===== src/rtl/updown_counter_mod_pkg.sv =====
// Shared defaults and direction codes for the modulo-N up/down counter.
package updown_counter_mod_pkg;

    localparam int DEF_WIDTH   = 4;
    localparam int DEF_MODULUS = 10;

    localparam logic DIR_UP   = 1'b1;
    localparam logic DIR_DOWN = 1'b0;

endpackage


===== src/rtl/updown_counter_mod_dff_ac.sv =====
// Edge-triggered D flip-flop with asynchronous active-high clear and
// complementary output.
module dff_ac (
    input  logic C,
    input  logic CLR,
    input  logic D,
    output logic Q,
    output logic NQ
);

    always_ff @(posedge C or posedge CLR) begin
        if (CLR) Q <= 1'b0;
        else     Q <= D;
    end

    assign NQ = ~Q;

endmodule


===== src/rtl/updown_counter_mod.sv =====
// Synchronous modulo-N up/down counter with parallel load, count enable and
// combinational terminal count, built as next-state logic around a DFF bank.
module updown_counter_mod
    import updown_counter_mod_pkg::*;
#(
    parameter int WIDTH   = DEF_WIDTH,
    parameter int MODULUS = DEF_MODULUS
) (
    input  logic             C,
    input  logic             CLR,
    input  logic             EN,
    input  logic             LD,
    input  logic             UP,
    input  logic [WIDTH-1:0] D,
    output logic [WIDTH-1:0] Q,
    output logic             TC
);

    localparam logic [WIDTH-1:0] Q_TOP   = WIDTH'(MODULUS - 1);
    localparam logic [WIDTH:0]   MOD_EXT = (WIDTH + 1)'(MODULUS);

    logic [WIDTH-1:0] nq;
    logic [WIDTH-1:0] nxt;
    logic [WIDTH-1:0] inc_val;
    logic [WIDTH-1:0] dec_val;
    logic             at_top;
    logic             at_zero;
    logic             out_range;
    logic             dir_up;

    // at_top also covers out-of-range loaded values, so counting up wraps them to 0
    assign at_top    = (Q >= Q_TOP);
    assign at_zero   = &nq;
    assign out_range = ({1'b0, Q} >= MOD_EXT);
    assign dir_up    = (UP == DIR_UP);

    assign inc_val = at_top ? '0 : (Q + WIDTH'(1));
    assign dec_val = (at_zero || out_range) ? Q_TOP : (Q - WIDTH'(1));

    assign nxt = LD ? D :
                 EN ? (dir_up ? inc_val : dec_val) :
                      Q;

    assign TC = EN && ((dir_up && at_top) || (!dir_up && at_zero));

    for (genvar i = 0; i < WIDTH; i++) begin : g_bit
        dff_ac u_bit (
            .C  (C),
            .CLR(CLR),
            .D  (nxt[i]),
            .Q  (Q[i]),
            .NQ (nq[i])
        );
    end

endmodule


===== config.mk =====
export PLATFORM = sky130hd
export DESIGN_NAME = updown_counter_mod
export DESIGN_NICKNAME = d
export VERILOG_FILES = /design/src/rtl/updown_counter_mod_pkg.sv /design/src/rtl/updown_counter_mod_dff_ac.sv /design/src/rtl/updown_counter_mod.sv
export SDC_FILE = /design/constraint.sdc
export NUM_CORES = 1
export LEC_CHECK = 0
export CAP_MARGIN = 20
export CORE_AREA = 5 5 42 44
export CTS_CLUSTER_DIAMETER = 80
export CTS_CLUSTER_SIZE = 25
export DETAILED_ROUTE_END_ITERATION = 6
export DIE_AREA = 0 0 47 49
export GPL_TIMING_DRIVEN = 0
export PLACE_DENSITY = 0.68
export REMOVE_ABC_BUFFERS = 1
export SYNTH_ARGS = -nofsm -noshare
export SYNTH_HDL_FRONTEND = slang
export SYNTH_HIERARCHICAL = 1
export SYNTH_SLANG_ARGS = --single-unit

===== constraint.sdc =====
create_clock -name C -period 1.69 [get_ports C]
set_input_delay 0.4225 -clock C [delete_from_list [all_inputs] [get_ports C]]
set_output_delay 0.4225 -clock C [all_outputs]
set_load 0.05 [all_outputs]

# Yosys cells after proc, flatten, opt, wreduce, memory -nomap -nowiden
# Cells that the tools add are included.
# word_totals
input_bits	9
mem_bits_ro	0
memories	0
elab_cells	25
reg_bits	4
latch_bits	0
mem_bits_rw	0
output_inout_bits	5
# op_classes
shift	0
reduce_logical	8
n_eq_ne	0
multipliers	0
div_mod_pow	0
add_sub_neg	2
n_mux	5
magnitude_cmp	2
bitwise	4
# op_table
cell	n
4-bit 2-to-1 mux	5
4-bit >= comparator (second input constant)	2
4-bit by 1-bit adder with 4-bit output (second input constant)	1
1-bit inverter	4
4-bit AND reduction	1
4-bit by 1-bit subtractor with 4-bit output (second input constant)	1
1-bit logical AND	3
1-bit logical OR	2
2-bit nonzero test	1
1-bit zero test	1

# Depth between registers and ports, before layout
# depth
depth_word	7
ltp_mapped	5
mapped_depth_nobuf	5

# Hierarchy
# Netlist, hierarchy kept.
# modules_own_cells
module	area_each_um2	n_inst	seq_area_each_um2	cells_each
updown_counter_mod	375.4	1	0.0	50
dff_ac	32.5	4	25.0	3

# Worst setup path before layout
# OpenSTA, ideal clock, no wires.
# synth_timing
kind	register to output
startpoint	register g_bit[1].u_bit.Q
endpoint	output port TC
arrival_time_ns	1.853
t_required_ns	1.267
path_buffers	0
path_stages_with_launch	6
setup_slack_ns	-0.586
cell_sequence	dfrtp_1 inv_1 ha_1 nor3b_2 nor2_1 o21a_1
# synth_between
elab_chain_cells	5
elab_cells_between_ends	7
cone_classes	order compare (1); bitwise (1); reduce/logical (5)
# synth_rtl
element	line_no	text
from (decl)	updown_counter_mod_dff_ac.sv:7	output logic Q,
from (signal assigned)	updown_counter_mod_dff_ac.sv:12	if (CLR) Q <= 1'b0;
from (signal assigned)	updown_counter_mod_dff_ac.sv:13	else Q <= D;
branches (longest 3 deep; another with 4-bit >= comparator)	n/a	
1-bit logical OR (*)	updown_counter_mod.sv:44	assign TC = EN && ((dir_up && at_top) || (!dir_up && at_zero));
1-bit logical AND (*)	updown_counter_mod.sv:44	
to (decl)	updown_counter_mod.sv:16	output logic TC
# Mark *: on every way between the ends.

# Worst setup path after layout
# layout_timing
startpoint	register g_bit[0].u_bit.Q
endpoint	output port TC
# layout_between
elab_chain_cells	5
elab_cells_between_ends	7
cone_classes	order compare (1); bitwise (1); reduce/logical (5)
# layout_rtl
element	line_no
from (decl)	updown_counter_mod_dff_ac.sv:7
from (signal assigned)	updown_counter_mod_dff_ac.sv:12
from (signal assigned)	updown_counter_mod_dff_ac.sv:13
branches (longest 3 deep; another with 4-bit >= comparator)	n/a
1-bit logical OR (*)	updown_counter_mod.sv:44
1-bit logical AND (*)	updown_counter_mod.sv:44
# Marked as above.

==> results <==
## final timing paths
kind | end | slack, ns | cells after the start
min | g_bit[1].u_bit/Q$_DFF_PP0_ | 0.42 | 2
max in group asynchronous | g_bit[2].u_bit/Q$_DFF_PP0_ | 1.16 | 2
max reg2reg | g_bit[0].u_bit/Q$_DFF_PP0_ | 0.05 | 7
min reg2reg | g_bit[0].u_bit/Q$_DFF_PP0_ | 0.71 | 2
min in group C | g_bit[0].u_bit/Q$_DFF_PP0_ | 0.71 | 2
max | TC | -0.25 | 6
## report_power, final
part | internal (mW) | switching (mW) | leakage (nW)
sequential | 0.112 | 0.0375 | 0.0429
clock | 0.0793 | 0.0364 | 0.0138
combinational | 0.146 | 0.160 | 0.276
total | 0.336 | 0.234 | 0.333
## worst reg2reg max path, stage by stage, from the launching register on
cell,delay [ns]
dfrtp_2,0.45
buf_12,0.15
inv_1,0.04
nand4_1,0.17
buf_4,0.20
buf_4,0.13
a211o_2,0.31
o311ai_1,0.08
## through the flow
stage          utilization  instance area, um^2  hold slack (ns)  setup TNS [ns]
2_1_floorplan            -                  477            0.151          -0.855
3_3_place_gp         0.447                  627            0.650           -2.01
3_5_place_dp         0.447                  627            0.662           -2.03
4_1_cts              0.528                  739            0.416          -0.230
5_1_grt              0.549                  769            0.434          -0.321
6_report             0.549                  769            0.416          -0.246
## kinds of logic after synthesis
logic type | count (synthesis)
and+or+nand+nor | 21
AOI/OAI and AO/OA | 16
xor gates and xnor gates | 1
adders and majority gates | 4
DFF | 4
buffers and inverters | 16
## what timing repair did
| item | 4_1_cts | 5_1_grt |
|---|---|---|
| pin swaps | 2 | 2 |
| endpoints found under the hold margin | 0 | 0 |
| gates cloned | 0 | 0 |
| setup buffers | 5 | 4 |
| resized for setup | 29 | 4 |
| setup endpoints to repair | 5 | 4 |
| hold buffers | 0 | 0 |
## cells in the final DEF, fill, tap and decap left out, types with 2 or more instances in the layout
master           instances
a211o_2                  2
a211oi_1                 3
a21oi_1                  3
buf_4                    8
clkbuf_4                 3
clkdlybuf4s15_2          3
clkdlybuf4s50_1          6
dfrtp_2                  4
ha_1                     2
ha_4                     2
inv_1                    9
inv_2                    2
nand2b_1                 4
nand4b_1                 2
nor2_1                   3
nor3b_1                  2
nor4_1                   2
o31ai_1                  2
## layout make-up
class | count | area share
multi-input combinational | 42 | 0.480
clock buffer | 3 | 0.0293
tap | 16 | 0.0260
inverter | 11 | 0.0537
timing repair buffer | 22 | 0.275
sequential | 4 | 0.137
## metal layers
layer	wire length, um	GRT usage
met1	562	0.156
met2	653	0.174
met3	121	0.0406
met4	0	0.0138
met5	0	0
==> metrics.md <==
| Metric | Value |
|---|---|
| Post-synth top flop | dfrtp_1 |
| Violated checks | negative setup slack |
| CP Cell Sequence | inv_2, ha_4, nor3b_4, nor2_2, o21a_1, buf_6 |
| Post-route setup slack | -0.246 ns |
| WL final | roughly 1300 um |
| Yosys cell types | 30 |
| Clk_lat worst skew | 0.23 ns |
| Share of post-route cells with drive strength above 1 | 0.402 |
| CP max stage cell | dfrtp_2 |
| Synth Area in Adders | 0.0990 |
| EDFF count, synth | 0 |
| Number of I/O pins | 14 |
| Worst path required time | roughly 1.3 ns |
| Nets | 97 |
| Largest family of logic cells by synthesized area | simple AND/OR/NAND/NOR gates |
| Post-synthesis xor/xnor area fraction | 0.0173 |
| Worst Tran Pin Value | ~0.37 ns |
| Crit path DAT | between 1.5 and 2 ns |
| Post-Syn Instances | 62 |
| Final ANT Viol Nets | 0 |
| Hold Crit Class | in -> async |
| Fill count | 134 |
| Synth warn | 6 |
| Synth Cell Area | 505 um^2 |
| Min Tclk post-route | roughly 1.9 ns |
| Status | finished, violations left |
| Die height | 49 um |
| List of most frequent post-synthesis cells | inv_1, dfrtp_1, ha_1, nand2b_1, nor2_1 |
| Max transition margin | 0.751 |
| Critical path startpoint category | flop |
| Fin crit share | 1.15 |
| Sequential cell area | ~110 um^2 |
| RSZ-0062 raised after global routing | yes |
| Crit path launch | g_bit[0].u_bit/Q$_DFF_PP0_ |
| Leakage | 0.333 nW |
| CP top delay family | flip-flops |
| Area taken by multi-input logic gates | 369 um^2 |
| Worst-path maximum fanout | 3 |
| Clk_skew | between 0.001 and 0.0015 ns |
| Final Slew Violations | 0 |
| Avg Cell Area, Syn | 8.15 um^2 |
| Register with the most flip-flops | g_bit.u_bit/Q |
| Peak supply drop | roughly 0.00042 V |
| Pre-antenna DRT Iters | 4 |
| Synth top area share | 0.198 |
| Overflow after GRT | 0 |
| CP max stage delay | 0.45 ns |
| Core area | 1400 um^2 |
| Placed Cells | 86 |
| Post-Synth Simple-Gate Area | 0.277 |
| Initial Util | 0.361 |
| Largest net degree at the start of global routing | 13 |
| Per-cell routed wire length | 13.6 um |
| Peak Freq | 516 MHz |
| Die area | 2300 um^2 |
| Initial antenna violation count | 0 |
| Flops & latches, synth | 4 |
| Core Rows | 14 |
| DRT iter0 DRCs | 16 |
| Pre-CTS setup slack | -0.952 ns |
| Seq/Total Area, Yosys | 0.198 |
| ANT cells | 0 |
| Post-synthesis async set-or-reset flop share | 1.00 |
| Cell accounting for the most synthesized area | dfrtp_1 |
| Vias | 540 |
| Crit. End Element | output port |
| Top post-synthesis cells by area | dfrtp_1, ha_1, inv_1, nand2b_1, a211oi_1 |
| RD Place Congestion | about 0.85 |
| Non-Filler Instances | a little under 100 |
| Clk pin slew, worst setup/hold paths | 0.04 ns |
| Multiplexer share of the synthesized area | 0 |
| Buffers on Ports | 13 |
| Tot GR Track Use | 0.114 |
| Number of global-route vias before repair | about 470 |
| Cts bufs inserted | 3 |
| Clock sinks | 4 |
| Final-report hold violation count | 0 |
| First-pass GRT wire length | 2010 um |
| Hpwl dp | roughly 800 um |
| CTS tree | built |
| Die Width | 47 um |
| R2R Path Start | g_bit[0].u_bit/Q$_DFF_PP0_ |
| H-tree depth | 1 |
| Clock root buffer | clkbuf_4 |
| Max reg flops | 4 |
| Buf/Inv on CP | 2 |
| Final Power | approximately 0.57 mW |
| # Max-Cap Violations | 0 |
| Drc violations | 0 |
| Most common cell in the synthesized netlist | inv_1 |
| Compound-Gate Fraction of Synth Area | 0.270 |
| Final setup fails | 1 |
| Kind of critical path | reg -> out |
| Vias per cell | about 5.5 |
| Synth-to-layout area growth | 52.2% |
| Regs by FF count | g_bit.u_bit/Q x4 |
| Power Dens Cells | 741 nW/um^2 |
| CTS max path bufs | 2 |
(Power assumes the default switching activity.)
